### src/rtl/riscv_ctrl_pkg.sv
// Shared encodings for the RV32I multi-cycle datapath controller: FSM states,
// opcodes, mux selects, access-size codes and the packed strobe bundle.
package riscv_ctrl_pkg;

    typedef enum logic [2:0] {
        ST_IDLE    = 3'd0,
        ST_FETCH   = 3'd1,
        ST_DECODE  = 3'd2,
        ST_EXECUTE = 3'd3,
        ST_MEM     = 3'd4,
        ST_WB      = 3'd5,
        ST_HALT    = 3'd6,
        ST_TRAP    = 3'd7
    } ctrl_state_e;

    typedef enum logic [3:0] {
        CLS_ALU_R   = 4'd0,
        CLS_ALU_I   = 4'd1,
        CLS_LOAD    = 4'd2,
        CLS_STORE   = 4'd3,
        CLS_BRANCH  = 4'd4,
        CLS_JAL     = 4'd5,
        CLS_JALR    = 4'd6,
        CLS_LUI     = 4'd7,
        CLS_SYSTEM  = 4'd8,
        CLS_ILLEGAL = 4'd9
    } instr_class_e;

    localparam logic [6:0] OP_ALU_R  = 7'b0110011;
    localparam logic [6:0] OP_ALU_I  = 7'b0010011;
    localparam logic [6:0] OP_LOAD   = 7'b0000011;
    localparam logic [6:0] OP_STORE  = 7'b0100011;
    localparam logic [6:0] OP_BRANCH = 7'b1100011;
    localparam logic [6:0] OP_JAL    = 7'b1101111;
    localparam logic [6:0] OP_JALR   = 7'b1100111;
    localparam logic [6:0] OP_LUI    = 7'b0110111;
    localparam logic [6:0] OP_SYSTEM = 7'b1110011;

    localparam logic [1:0] PCSEL_PLUS4  = 2'b00;
    localparam logic [1:0] PCSEL_BRANCH = 2'b01;
    localparam logic [1:0] PCSEL_IMM    = 2'b10;
    localparam logic [1:0] PCSEL_ALU    = 2'b11;

    localparam logic [1:0] M2R_ALU  = 2'b00;
    localparam logic [1:0] M2R_RAM  = 2'b01;
    localparam logic [1:0] M2R_LINK = 2'b10;
    localparam logic [1:0] M2R_IMM  = 2'b11;

    // Size codes are ordered {isByte, isHalf, isWord}
    localparam logic [2:0] SIZE_NONE = 3'b000;
    localparam logic [2:0] SIZE_BYTE = 3'b100;
    localparam logic [2:0] SIZE_HALF = 3'b010;
    localparam logic [2:0] SIZE_WORD = 3'b001;

    typedef struct packed {
        logic       ir_en;
        logic       pc_en;
        logic       reg_write;
        logic       alu_src;
        logic       ram_rd_en;
        logic       ram_wr_en;
        logic [2:0] size;
        logic [1:0] pc_select;
        logic [1:0] mem_to_reg;
        logic       branch_taken;
    } ctrl_strobes_t;

    localparam ctrl_strobes_t STROBES_OFF = 14'd0;

    function automatic logic [2:0] size_onehot(input logic [1:0] funct3_lo);
        case (funct3_lo)
            2'b00:   size_onehot = SIZE_BYTE;
            2'b01:   size_onehot = SIZE_HALF;
            2'b10:   size_onehot = SIZE_WORD;
            default: size_onehot = SIZE_NONE;
        endcase
    endfunction

endpackage

### src/rtl/datapath_controller_if.sv
// Controller <-> datapath bundle: decode inputs from the datapath, control
// strobes and status back. slave = controller side, master = datapath side.
interface datapath_controller_if #(parameter int DWIDTH = 32);

    logic              run;
    logic [DWIDTH-1:0] irOut;
    logic              comparatorOut;

    logic              irEn;
    logic              pcEn;
    logic              regWrite;
    logic              aluSrc;
    logic              ramRdEn;
    logic              ramWrEn;
    logic              isByte;
    logic              isHalf;
    logic              isWord;
    logic [1:0]        pcSelect;
    logic [1:0]        memToReg;
    logic [2:0]        state;
    logic              halted;
    logic              illegal;
    logic              branchTaken;
    logic [DWIDTH-1:0] instret;

    modport master (
        output run, irOut, comparatorOut,
        input  irEn, pcEn, regWrite, aluSrc, ramRdEn, ramWrEn,
        input  isByte, isHalf, isWord, pcSelect, memToReg,
        input  state, halted, illegal, branchTaken, instret
    );

    modport slave (
        input  run, irOut, comparatorOut,
        output irEn, pcEn, regWrite, aluSrc, ramRdEn, ramWrEn,
        output isByte, isHalf, isWord, pcSelect, memToReg,
        output state, halted, illegal, branchTaken, instret
    );

endinterface

### src/rtl/instr_class_decoder.sv
// Combinational classifier: opcode -> instruction class, funct3[1:0] -> one-hot
// access size plus a flag telling whether that size is encodable.
module instr_class_decoder
    import riscv_ctrl_pkg::*;
(
    input  logic [6:0]   opcode,
    input  logic [1:0]   funct3_lo,
    output instr_class_e cls,
    output logic [2:0]   size,
    output logic         size_legal
);

    // Opcode classification; AUIPC and every unlisted opcode fall to illegal
    always_comb begin
        cls = CLS_ILLEGAL;
        case (opcode)
            OP_ALU_R:  cls = CLS_ALU_R;
            OP_ALU_I:  cls = CLS_ALU_I;
            OP_LOAD:   cls = CLS_LOAD;
            OP_STORE:  cls = CLS_STORE;
            OP_BRANCH: cls = CLS_BRANCH;
            OP_JAL:    cls = CLS_JAL;
            OP_JALR:   cls = CLS_JALR;
            OP_LUI:    cls = CLS_LUI;
            OP_SYSTEM: cls = CLS_SYSTEM;
            default:   cls = CLS_ILLEGAL;
        endcase
    end

    // Access size; only meaningful for loads and stores
    always_comb begin
        size       = size_onehot(funct3_lo);
        size_legal = (funct3_lo != 2'b11);
    end

endmodule

### src/rtl/datapath_controller.sv
// Multi-cycle RV32I control FSM: sequences fetch/decode/execute/mem/writeback,
// drives registered datapath strobes, and tracks halt/illegal/instret status.
module datapath_controller
    import riscv_ctrl_pkg::*;
#(
    parameter int DWIDTH = 32
) (
    input  logic                  clk,
    input  logic                  reset,
    datapath_controller_if.slave  bus
);

    localparam logic [DWIDTH-1:0] INSTRET_ONE = {{(DWIDTH-1){1'b0}}, 1'b1};

    ctrl_state_e       state_d, state_q;
    ctrl_strobes_t     strb_d, strb_q;
    logic [DWIDTH-1:0] instret_d, instret_q;
    logic              halted_d, halted_q;
    logic              illegal_d, illegal_q;
    logic              retire_s;

    instr_class_e      cls_s;
    logic [2:0]        size_s;
    logic              size_legal_s;
    logic              unused_ir_s;

    assign unused_ir_s = ^{bus.irOut[DWIDTH-1:14], bus.irOut[11:7]};

    instr_class_decoder u_decoder (
        .opcode     (bus.irOut[6:0]),
        .funct3_lo  (bus.irOut[13:12]),
        .cls        (cls_s),
        .size       (size_s),
        .size_legal (size_legal_s)
    );

    // Next-state, retire detection, instret and sticky status flags
    always_comb begin
        state_d   = state_q;
        retire_s  = 1'b0;
        case (state_q)
            ST_IDLE: begin
                if (bus.run) state_d = ST_FETCH;
                else         state_d = ST_IDLE;
            end
            ST_FETCH:  state_d = ST_DECODE;
            ST_DECODE: begin
                case (cls_s)
                    CLS_SYSTEM:  state_d = ST_HALT;
                    CLS_ILLEGAL: state_d = ST_TRAP;
                    CLS_LOAD, CLS_STORE: begin
                        if (size_legal_s) state_d = ST_EXECUTE;
                        else              state_d = ST_TRAP;
                    end
                    default:     state_d = ST_EXECUTE;
                endcase
            end
            ST_EXECUTE: begin
                case (cls_s)
                    CLS_BRANCH:          retire_s = 1'b1;
                    CLS_LOAD, CLS_STORE: state_d  = ST_MEM;
                    default:             state_d  = ST_WB;
                endcase
            end
            ST_MEM: begin
                if (cls_s == CLS_STORE) retire_s = 1'b1;
                else                    state_d  = ST_WB;
            end
            ST_WB:   retire_s = 1'b1;
            ST_HALT: state_d  = ST_HALT;
            ST_TRAP: state_d  = ST_TRAP;
            default: state_d  = ST_IDLE;
        endcase

        // run is only looked at once the current instruction has retired
        if (retire_s) begin
            state_d   = bus.run ? ST_FETCH : ST_IDLE;
            instret_d = instret_q + INSTRET_ONE;
        end else begin
            instret_d = instret_q;
        end

        halted_d  = halted_q  | (state_d == ST_HALT);
        illegal_d = illegal_q | (state_d == ST_TRAP);
    end

    // Strobes for the state being entered, so they appear registered in that state
    always_comb begin
        strb_d = STROBES_OFF;
        case (state_d)
            ST_FETCH: strb_d.ir_en = 1'b1;
            ST_EXECUTE: begin
                case (cls_s)
                    CLS_ALU_I, CLS_LOAD, CLS_STORE, CLS_JALR: strb_d.alu_src = 1'b1;
                    CLS_BRANCH: begin
                        strb_d.pc_en        = 1'b1;
                        strb_d.pc_select    = PCSEL_BRANCH;
                        strb_d.branch_taken = bus.comparatorOut;
                    end
                    default: strb_d = STROBES_OFF;
                endcase
            end
            ST_MEM: begin
                strb_d.alu_src = 1'b1;
                strb_d.size    = size_s;
                if (cls_s == CLS_STORE) begin
                    strb_d.ram_wr_en = 1'b1;
                    strb_d.pc_en     = 1'b1;
                    strb_d.pc_select = PCSEL_PLUS4;
                end else begin
                    strb_d.ram_rd_en = 1'b1;
                end
            end
            ST_WB: begin
                strb_d.reg_write = 1'b1;
                strb_d.pc_en     = 1'b1;
                case (cls_s)
                    CLS_ALU_I: strb_d.alu_src = 1'b1;
                    CLS_LOAD: begin
                        strb_d.mem_to_reg = M2R_RAM;
                        strb_d.alu_src    = 1'b1;
                        strb_d.size       = size_s;
                    end
                    CLS_JAL: begin
                        strb_d.mem_to_reg = M2R_LINK;
                        strb_d.pc_select  = PCSEL_IMM;
                    end
                    CLS_JALR: begin
                        strb_d.mem_to_reg = M2R_LINK;
                        strb_d.pc_select  = PCSEL_ALU;
                        strb_d.alu_src    = 1'b1;
                    end
                    CLS_LUI: strb_d.mem_to_reg = M2R_IMM;
                    default: strb_d.mem_to_reg = M2R_ALU;
                endcase
            end
            default: strb_d = STROBES_OFF;
        endcase
    end

    // State, strobe and status registers with synchronous active-low reset
    always_ff @(posedge clk) begin
        if (!reset) begin
            state_q   <= ST_IDLE;
            strb_q    <= STROBES_OFF;
            instret_q <= {DWIDTH{1'b0}};
            halted_q  <= 1'b0;
            illegal_q <= 1'b0;
        end else begin
            state_q   <= state_d;
            strb_q    <= strb_d;
            instret_q <= instret_d;
            halted_q  <= halted_d;
            illegal_q <= illegal_d;
        end
    end

    assign bus.irEn        = strb_q.ir_en;
    assign bus.pcEn        = strb_q.pc_en;
    assign bus.regWrite    = strb_q.reg_write;
    assign bus.aluSrc      = strb_q.alu_src;
    assign bus.ramRdEn     = strb_q.ram_rd_en;
    assign bus.ramWrEn     = strb_q.ram_wr_en;
    assign bus.isByte      = strb_q.size[2];
    assign bus.isHalf      = strb_q.size[1];
    assign bus.isWord      = strb_q.size[0];
    assign bus.pcSelect    = strb_q.pc_select;
    assign bus.memToReg    = strb_q.mem_to_reg;
    assign bus.branchTaken = strb_q.branch_taken;
    assign bus.state       = state_q;
    assign bus.halted      = halted_q;
    assign bus.illegal     = illegal_q;
    assign bus.instret     = instret_q;

endmodule
### src/flat_wrapper.sv
// flat-port wrapper written by rule: the top's interface ports become plain ports
module datapath_controller_flat import riscv_ctrl_pkg::*;
#(
    parameter int DWIDTH = 32
)
  (clk, reset, bus_run, bus_irOut, bus_comparatorOut, bus_irEn, bus_pcEn, bus_regWrite, bus_aluSrc, bus_ramRdEn, bus_ramWrEn, bus_isByte, bus_isHalf, bus_isWord, bus_pcSelect, bus_memToReg, bus_state, bus_halted, bus_illegal, bus_branchTaken, bus_instret);
  datapath_controller_if #(.DWIDTH(DWIDTH)) bus_i ();
  input  logic clk;
  input  logic reset;
  input wire logic [$bits(bus_i.run)-1:0] bus_run;
  input wire logic [$bits(bus_i.irOut)-1:0] bus_irOut;
  input wire logic [$bits(bus_i.comparatorOut)-1:0] bus_comparatorOut;
  output wire logic [$bits(bus_i.irEn)-1:0] bus_irEn;
  output wire logic [$bits(bus_i.pcEn)-1:0] bus_pcEn;
  output wire logic [$bits(bus_i.regWrite)-1:0] bus_regWrite;
  output wire logic [$bits(bus_i.aluSrc)-1:0] bus_aluSrc;
  output wire logic [$bits(bus_i.ramRdEn)-1:0] bus_ramRdEn;
  output wire logic [$bits(bus_i.ramWrEn)-1:0] bus_ramWrEn;
  output wire logic [$bits(bus_i.isByte)-1:0] bus_isByte;
  output wire logic [$bits(bus_i.isHalf)-1:0] bus_isHalf;
  output wire logic [$bits(bus_i.isWord)-1:0] bus_isWord;
  output wire logic [$bits(bus_i.pcSelect)-1:0] bus_pcSelect;
  output wire logic [$bits(bus_i.memToReg)-1:0] bus_memToReg;
  output wire logic [$bits(bus_i.state)-1:0] bus_state;
  output wire logic [$bits(bus_i.halted)-1:0] bus_halted;
  output wire logic [$bits(bus_i.illegal)-1:0] bus_illegal;
  output wire logic [$bits(bus_i.branchTaken)-1:0] bus_branchTaken;
  output wire logic [$bits(bus_i.instret)-1:0] bus_instret;
  assign bus_i.run = bus_run;
  assign bus_i.irOut = bus_irOut;
  assign bus_i.comparatorOut = bus_comparatorOut;
  assign bus_irEn = bus_i.irEn;
  assign bus_pcEn = bus_i.pcEn;
  assign bus_regWrite = bus_i.regWrite;
  assign bus_aluSrc = bus_i.aluSrc;
  assign bus_ramRdEn = bus_i.ramRdEn;
  assign bus_ramWrEn = bus_i.ramWrEn;
  assign bus_isByte = bus_i.isByte;
  assign bus_isHalf = bus_i.isHalf;
  assign bus_isWord = bus_i.isWord;
  assign bus_pcSelect = bus_i.pcSelect;
  assign bus_memToReg = bus_i.memToReg;
  assign bus_state = bus_i.state;
  assign bus_halted = bus_i.halted;
  assign bus_illegal = bus_i.illegal;
  assign bus_branchTaken = bus_i.branchTaken;
  assign bus_instret = bus_i.instret;
  datapath_controller #(.DWIDTH(DWIDTH)) u_core (.clk(clk), .reset(reset), .bus(bus_i));
endmodule
### config.mk
export PLATFORM = sky130hd
export DESIGN_NAME = datapath_controller_flat
export DESIGN_NICKNAME = d
export VERILOG_FILES = /design/src/rtl/riscv_ctrl_pkg.sv /design/src/rtl/datapath_controller_if.sv /design/src/rtl/instr_class_decoder.sv /design/src/rtl/datapath_controller.sv /design/src/flat_wrapper.sv
export SDC_FILE = /design/constraint.sdc
export NUM_CORES = 1
export LEC_CHECK = 0
export ABC_AREA = 0
export BUFFER_PORTS_ARGS = -buffer_cell sky130_fd_sc_hd__buf_2
export CORE_MARGIN = 10
export CORE_UTILIZATION = 40
export CTS_CLUSTER_DIAMETER = 60
export DETAILED_ROUTE_END_ITERATION = 12
export PLACE_DENSITY_LB_ADDON = 0.2
export REMOVE_ABC_BUFFERS = 1
export SLEW_MARGIN = 20
export SYNTH_ARGS = -nofsm -noshare
export SYNTH_HDL_FRONTEND = slang
export SYNTH_SLANG_ARGS = --single-unit
### constraint.sdc
create_clock -name clk -period 5.8 [get_ports clk]
set_input_delay 0.29 -clock clk [delete_from_list [all_inputs] [get_ports clk]]
set_output_delay 0.29 -clock clk [all_outputs]
set_load 0.01 [all_outputs]
==> impl_metrics.toml, run 1 <==
[synth]
syn-instance-count = 277
seq_area_frac_synth_pct = 41.9
ys_ff_latch = 51
synth_edf_count = 0
syn_area_sq_mm = 0.00244
synthAdderAreaFrac_pct = 0.514
ys_async_sr_fraction_pct = 0
synth_top_family_by_area = "simple AND/OR/NAND/NOR gates"
synthTopCellsByArea = "dfxtp_1, xnor2_1, nor2_1"
yosysTopAreaCell = "dfxtp_1"
synth_most_common_cell = "dfxtp_1"
ys_types = 46
synth-xor-area-share_pct = 9.35
yosysTopAreaCellShare_pct = 41.9
synth_compound_area_share_pct = 10.7
yosys.area_share.simple_pct = 31.8
yosysWarningCount = 0
synth_area_per_cell_sq_um = 8.79
synthMuxAreaShare_pct = 0.822
synth_top_cells_by_count = "dfxtp_1, nor2_1, xnor2_1"
ys.flop_type = "dfxtp_1"

[routing]
vias = 2158
antenna_left = 0
drt-wirelength-per-cell_um = 14.7
drc = 0
drt_iter0_drc = 86
drtPass1Iterations = 4
drt-total-wl_mm = 6.01
viasPerCell = 5.26

[status]
status = "finished, final reports clean"

[floorplanning]
die_area_sq_mm = 0.00961
die_h_um = 98.0
die_w_um = 98.0
core_area_sq_mm = 0.00592
rows = 28
initial_core_util_pct = 41.1
pin_count = 87

[timing]
relSlewSlack_pct = 34.9
skew_ns = 0.00870
finalHoldViolations = 0
fin_setup_tns_ns = 0
fin_crit_ns = 2.80
worst_slew_pin_slew_ns = 0.970
setup_viol = 0
slew_violations = 0
max_freq_ghz = 0.357
rsz0062_at_grt = "no"
period_share_pct = 48.4

[clocking]
htreeDepth = 2
cts_sinks = 51
post-cts-setup-buffers = 0
cts_resized = 0
cts_buffers = 5
cts_tree = "yes"
postCtsHoldBufs = 0
clk_path_buf_depth = 2
clkTransAtPathRegs_ns = 0.09
clockRootBuffer = "clkbuf_8"
insertion_delay_ns = 0.31

[grt]
grt_pass1_vias = 2133
grt-ovfl-total = 0
grt_max_degree = 36
grt_pass1_wl_mm = 10.1
antenna_found_initial = 0
grt_use_total_pct = 12.2

[min_path]
hp-start = "bus_irOut[13]"
min_to = "u_core.bus.isByte$_SDFF_PN0_"
hold_path_depth = 2
hold_class = "in -> reg"

[place]
dp_hpwl_mm = 4.26
port_buffers = 63
gp_congestion = 0.800
dp_cells = 402

[setup_path]
path_class = "reg -> reg"
worstPathCellList = "and3b_1, and4_1, a31oi_4, nand4_1, o41ai_1"
r2r-start = "u_core.bus.state[2]$_SDFF_PN0_"
cp-start-kind = "flop"
r2r_end = "u_core.bus.pcSelect[0]$_SDFF_PN0_"
cp_max_fo = 23
critPathSlowestCell = "a31oi_4"
path_delay_family = "simple AND/OR/NAND/NOR gates"
cp_num_buf_inv = 0
endpoint_kind = "flop"
ff2ff_setup_slack_ns = 3.00
arrival_ns = 3.00
cpPeakStageDelay_ns = 0.63
r2r_cells = 5
cp_data_required_time_ns = 5.99

[run]
maxCapViolCount = 0

[finish]
nFillCells = 589
syn_to_final_growth_pct = 18.1
nNetsFinal = 371
n_antenna_cell = 0
instances_no_fill = 410
layout-drive-gt1-share_pct = 25.7

[pwr]
p_leak_nw = 1.10
vdd_drop_max_mv = 0.143
power_density_mw_per_mm2 = 294
## through the flow
stage	worst slack [ns]	instance area, sq um	hold WS, ns	utilization [%]	power [mW]
after floorplan	3.34	2360	0.367	-	0.553
after detailed placement	2.97	2780	0.459	47.0	0.638
after global placement	2.91	2780	0.449	47.0	0.637
after CTS	2.99	2880	0.176	48.6	0.854
final	3.00	2880	0.188	48.6	0.845
after global routing	2.70	2880	0.187	48.6	0.893
## layout make-up
type / count / area (sq um) / share of cell area [%]
Clock inverter: 1 / 8.76 / 0.304
Tap cell: 75 / 93.8 / 3.26
Multi-Input combinational cell: 200 / 1300 / 45.0
Sequential cell: 51 / 1020 / 35.5
Timing Repair Buffer: 65 / 330 / 11.5
Clock buffer: 7 / 86.3 / 3.00
Inverter: 11 / 41.3 / 1.43
## report_power, final
| part | total, mW | internal (mW) | leakage (nW) | switching, mW |
|---|---|---|---|---|
| Sequential | 0.405 | 0.375 | 0.412 | 0.0299 |
| Combinational | 0.223 | 0.0863 | 0.639 | 0.137 |
| Clock | 0.217 | 0.0980 | 0.0484 | 0.119 |
| Total | 0.845 | 0.560 | 1.10 | 0.286 |
## metal layers
layer  part of all wire, %  vias up  global-route usage [%]
met3                   7.2        5                    4.51
met2                    45       52                    20.2
met5                     0        -                       0
met4                   1.1        0                    4.47
li1                      -     1091                       -
met1                    46     1010                    14.1
## registers in the layout, indices dropped and copies added (netlist names), 2 cells and up
name and cells:
u_core.bus.state 3, u_core.bus.instret 32, u_core.bus.memToReg 2, u_core.bus.pcSelect 2
## worst max-delay path by stage
stage | startpoint | endpoint | depth (start not counted)
2_1_floorplan | bus_irOut[6] | u_core.bus.isHalf$_SDFF_PN0_ | 6
3_3_place_gp | bus_irOut[2] | u_core.bus.pcSelect[0]$_SDFF_PN0_ | 6
3_5_place_dp | bus_irOut[2] | u_core.bus.pcSelect[0]$_SDFF_PN0_ | 6
4_1_cts | u_core.bus.state[2]$_SDFF_PN0_ | u_core.bus.pcSelect[0]$_SDFF_PN0_ | 5
5_1_grt | u_core.bus.state[2]$_SDFF_PN0_ | u_core.bus.pcSelect[0]$_SDFF_PN0_ | 5
6_report | u_core.bus.state[2]$_SDFF_PN0_ | u_core.bus.pcSelect[0]$_SDFF_PN0_ | 5
## kinds of logic (layout without fill, tap and decap cells)
group	count (synthesis)	after routing
AOI/OAI and AO/OA	38	38
DFF	51	51
adders and majority gates	1	1
xor gates and xnor gates	26	26
and+or+nand+nor	133	133
muxes	2	2
buffers and inverters	26	84
## cell usage in the layout, fill, tap and decap left out, types with 4 or more instances in the layout
cell type  synthesis  routed
nand4_1            6       6
xnor2_1           23      23
nor3b_1            4       4
inv_1             10      10
clkbuf_8           0       6
and4_1             4       4
or3_1             10      10
a21oi_1           12      12
o21ai_0           11      11
nand2_1           12      12
nor2b_1            4       4
nor4_2             5       5
dfxtp_1           51      51
nor4_1             7       7
buf_2              5      63
nor2_1            39      39
nand3_1           15      15
nor3_1            10      10
Note: power is estimated with default switching activity, not from simulation.
==> run 2, diff against run 1 <==
Clock period 5.8 ns to 2.4 ns, I/O delays scaled along.
==> impl_metrics.toml, run 2 (synthesized netlist as in run 1, its figures left out) <==
[status]
status = "finished, final reports clean"

[min_path]
hold_class = "in -> reg"
hold_path_depth = 2

[setup_path]
arrival_ns = 2.45
r2r_cells = 6
cp_max_fo = 5
path_class = "reg -> reg"
endpoint_kind = "flop"
cp_data_required_time_ns = 2.64
cp-start-kind = "flop"

[place]
port_buffers = 63
dpl_cell_area_sq_mm = 0.00289
dp_hpwl_mm = 4.57
gp_congestion = 0.818
dp_cells = 414

[grt]
grt-ovfl-total = 0
grt_use_total_pct = 12.5
grt_max_degree = 20
grt_pass1_wl_mm = 10.5
antenna_found_initial = 0
grt_pass1_vias = 2215

[timing]
fin_crit_ns = 2.21
skew_ns = 0.00561
rsz0062_at_grt = "no"
worst_slew_pin_slew_ns = 0.722
setup_viol = 0
fin_setup_tns_ns = 0
finalHoldViolations = 0
slew_violations = 0
period_share_pct = 92.2
max_freq_ghz = 0.452
relSlewSlack_pct = 51.8

[finish]
largest_reg_flops = 32
mostFrequentLayoutCells = "buf_2, dfxtp_1, nor2_1"
nNetsFinal = 383
syn_to_final_growth_pct = 23.3
stdcell_area_sq_mm = 0.00300
layout-drive-gt1-share_pct = 28.5
n_antenna_cell = 0
nFillCells = 594
final_common_cell = "buf_2"
instances_no_fill = 422

[clocking]
cts_buffers = 5
cts_sinks = 51
clkTransAtPathRegs_ns = 0.09
cts_resized = 0
insertion_delay_ns = 0.30
clk_path_buf_depth = 2
htreeDepth = 2
post-cts-setup-buffers = 0
cts_tree = "yes"
postCtsHoldBufs = 0
clockRootBuffer = "clkbuf_8"

[pwr]
finalPower_mw = 2.20
power_density_mw_per_mm2 = 733
vdd_drop_max_mv = 0.353
p_leak_nw = 1.18

[routing]
vias = 2200
drt-total-wl_mm = 6.09
drt_iter0_drc = 55
drtPass1Iterations = 4
drc = 0
drt-wirelength-per-cell_um = 14.4
viasPerCell = 5.21
antenna_left = 0

[floorplanning]
die_h_um = 98.0
initial_core_util_pct = 41.1
pin_count = 87
die_w_um = 98.0
core_area_sq_mm = 0.00592
die_area_sq_mm = 0.00961
rows = 28

[run]
maxCapViolCount = 0
run 2: cell count changes in the layout (fill, tap and decap cells not counted):
cell,delta
buf_12,+1
buf_4,+11
bufinv_16,+1
clkbuf_1,-1
clkinv_2,+1
clkinv_4,-1
run 2: power by group:
part | internal [mW] | switching (mW)
clock | 0.338 | 0.279
sequential | 0.907 | 0.0295
combinational | 0.256 | 0.394
total | 1.50 | 0.702
run 2: path summary, 6_finish.rpt:
path	start	end	slack [ns]
max	u_core.bus.instret[4]$_SDFFE_PN0P_	u_core.bus.instret[31]$_SDFFE_PN0P_	0.19
min	bus_irOut[12]	u_core.bus.isByte$_SDFF_PN0_	0.03
max reg2reg	u_core.bus.instret[4]$_SDFFE_PN0P_	u_core.bus.instret[31]$_SDFFE_PN0P_	0.19
min reg2reg	u_core.bus.instret[31]$_SDFFE_PN0P_	u_core.bus.instret[31]$_SDFFE_PN0P_	0.47
run 2: final cells by class:
type | instances | area (sq um) | area share, %
sequential | 51 | 1020 | 34.0
inverter | 11 | 41.3 | 1.38
timing repair buffer | 77 | 433 | 14.4
clock buffer | 6 | 82.6 | 2.75
multi-input combinational | 200 | 1300 | 43.2
clock inverter | 2 | 35.0 | 1.17
tap | 75 | 93.8 | 3.13
run 2: critical path, stage by stage, from the launching register on:
cell	delay, ns
dfxtp_1	0.42
and4_1	0.27
and4_1	0.28
or4b_4	0.50
or3_1	0.31
nor3_1	0.18
mux2i_1	0.20
run 2: through the flow:
stage | utilization [%] | worst slack, ns | hold WS, ns
2_1_floorplan | - | 0.109 | 0.197
3_3_place_gp | 48.7 | 0.215 | 0.335
3_5_place_dp | 48.7 | 0.184 | 0.339
4_1_cts | 50.7 | 0.165 | 0.0132
5_1_grt | 50.7 | 0.0566 | 0.0263
6_report | 50.7 | 0.188 | 0.0274
run 2: routing by layer:
metal  track usage (%)  part of all wire, %
met2              20.3                   45
met3              4.58                  7.0
met4              2.68                 0.59
met5                 0                    0
met1              15.5                   47
==> run 3, diff against run 2 <==
Settings changed: SYNTH_HIERARCHICAL set to 1.
==> impl_metrics.toml, run 3 <==
[grt]
grt_max_degree = 24
grt_use_total_pct = 13.2
grt_pass1_wl_mm = 11.3
grt-ovfl-total = 0
antenna_found_initial = 0
grt_pass1_vias = 2535

[finish]
final_common_cell = "buf_2"
mostFrequentLayoutCells = "buf_2, dfxtp_1, buf_4"
fin_util_pct = 56.1
layout-drive-gt1-share_pct = 35.5
stdcell_area_sq_mm = 0.00352
nNetsFinal = 445
largest_reg_flops = 32
n_antenna_cell = 0
instances_no_fill = 486
syn_to_final_growth_pct = 37.3

[floorplanning]
die_w_um = 100
initial_core_util_pct = 40.9
core_area_sq_mm = 0.00628
pin_count = 87
die_area_sq_mm = 0.0100
rows = 29
die_h_um = 100

[place]
dp_hpwl_mm = 5.19
gp_congestion = 0.814
port_buffers = 63
dp_cells = 473
dpl_cell_area_sq_mm = 0.00323
preCtsSetupSlack_ns = -0.440

[setup_path]
endpoint_kind = "flop"
r2r_end = "u_core/bus.instret[31]$_SDFFE_PN0P_"
arrival_ns = 2.80
ff2ff_setup_slack_ns = 0.26
critPathSlowestCell = "or4b_4"
cp_data_required_time_ns = 2.64
path_delay_family = "simple AND/OR/NAND/NOR gates"
path_depth = 10
r2r-start = "u_core/bus.instret[3]$_SDFFE_PN0P_"
cpPeakStageDelay_ns = 0.60
cp_max_fo = 4
cp-start-kind = "input pin"
cp_num_buf_inv = 2
worstPathCellList = "buf_6, or3_4, or2_1, a211o_1, or4b_4, a211oi_4, buf_4, nand4_1, or3_1, a21oi_2"
path_class = "in -> reg"
r2r_cells = 7

[pwr]
power_density_mw_per_mm2 = 621
p_leak_nw = 1.44
finalPower_mw = 2.19
vdd_drop_max_mv = 0.583

[synth]
synth_area_per_cell_sq_um = 8.45
synthTopCellsByArea = "dfxtp_1, nor2_1, a21oi_1"
synth_most_common_cell = "dfxtp_1"
yosysTopAreaCell = "dfxtp_1"
ys_async_sr_fraction_pct = 0
yosysWarningCount = 6
ys.flop_type = "dfxtp_1"
synth_top_family_by_area = "simple AND/OR/NAND/NOR gates"
synth-xor-area-share_pct = 6.82
synthMuxAreaShare_pct = 0.780
synthAdderAreaFrac_pct = 0.487
synth_edf_count = 0
ys_ff_latch = 51
synth_top_cells_by_count = "dfxtp_1, nor2_1, a21oi_1"
syn_area_sq_mm = 0.00257
syn-instance-count = 304
yosys.area_share.simple_pct = 31.2
yosysTopAreaCellShare_pct = 39.8
seq_area_frac_synth_pct = 39.8
ys_types = 57
synth_compound_area_share_pct = 17.0

[min_path]
min_to = "u_core/bus.branchTaken$_SDFF_PN0_"
hp-start = "bus_comparatorOut"
hold_class = "in -> reg"
hold_path_depth = 3

[timing]
finalWorstSetupSlack_ns = -0.164
fin_crit_ns = 2.56
rsz0062_at_grt = "yes"
fin_setup_tns_ns = -0.956
hold_slack_ns = 0.0407
slew_violations = 0
finalHoldViolations = 0
max_freq_ghz = 0.390
relSlewSlack_pct = 63.8
skew_ns = 0.00580
period_share_pct = 107
setup_viol = 17
worst_slew_pin_slew_ns = 0.539

[clocking]
clk_path_buf_depth = 2
cts_buffers = 5
clockRootBuffer = "clkbuf_8"
postCtsHoldBufs = 0
clkTransAtPathRegs_ns = 0.09
cts_tree = "yes"
htreeDepth = 2
insertion_delay_ns = 0.30
cts_sinks = 51

[routing]
vias = 2590
antenna_left = 0
drt-total-wl_mm = 7.01
drt_iter0_drc = 85
drc = 0
drtPass1Iterations = 4
drt-wirelength-per-cell_um = 14.4
viasPerCell = 5.33

[run]
maxCapViolCount = 0

[status]
status = "finished with violations"
violations = "setup timing"
## run 3: cell types whose count changed in the layout (fill, tap and decap cells not counted), sizes merged, moves of 4 or more
cell	delta
a21oi	+9
buf	+35
nand2	+7
nand2b	+5
nand4	+8
nor2	-4
nor4	-7
nor4b	-4
xnor2	-11
xor2	+5
## run 3: area by class of cell
cell class,count,area (sq um)
tap,77,96.3
fill,596,2750
multi-input combinational,231,1590
sequential,51,1020
clock inverter,1,5.00
clock buffer,7,76.3
timing repair buffer,112,714
inverter,7,26.3
## run 3: kinds of logic after synthesis
kind of cell,Yosys count
AND/OR/NAND/NOR,144
AO/OA/AOI/OAI,64
flip-flops,51
buffers and inverters,22
XOR/XNOR,20
multiplexers,2
adder cells (fa/ha/maj),1
## run 3: worst reg2reg max path: stages (launching register included)
cell and delay [ns]:
dfxtp_1 0.45, nand4_1 0.28, nor4_1 0.35, buf_4 0.19, o2111ai_1 0.13, buf_4 0.20, or3_1 0.34, a21oi_1 0.14
## run 3: timing repair
action,4_1_cts,5_1_grt
setup buffers,5,2
endpoints found under the setup margin,22,46
gates resized for setup,7,26
pin swaps,7,22
## run 3: how the worst max path moves through the flow
stage	start	endpoint	slack (ns)
6_report	bus_irOut[2]	u_core/bus.instret[16]$_SDFFE_PN0P_	-0.16
5_1_grt	bus_irOut[2]	u_core/bus.instret[16]$_SDFFE_PN0P_	-0.22
4_1_cts	bus_irOut[6]	u_core/bus.instret[30]$_SDFFE_PN0P_	-0.12
3_5_place_dp	bus_irOut[6]	u_core/bus.instret[30]$_SDFFE_PN0P_	-0.44
3_3_place_gp	bus_irOut[6]	u_core/bus.instret[30]$_SDFFE_PN0P_	-0.40
2_1_floorplan	bus_irOut[6]	u_core/bus.instret[30]$_SDFFE_PN0P_	-0.50
## run 3: power breakdown
group          switching, mW  internal (mW)  total (mW)
logic                  0.393          0.334       0.727
clock network          0.279          0.206       0.484
registers             0.0856          0.893       0.979
total                  0.758           1.43        2.19
## run 3: layer usage
metal	vias up	routed length, um	track usage [%]
met1	1218	3110	15.3
met3	9	456	4.19
li1	1308	-	-
met4	0	80	4.35
met5	-	0	0
met2	55	3360	22.5
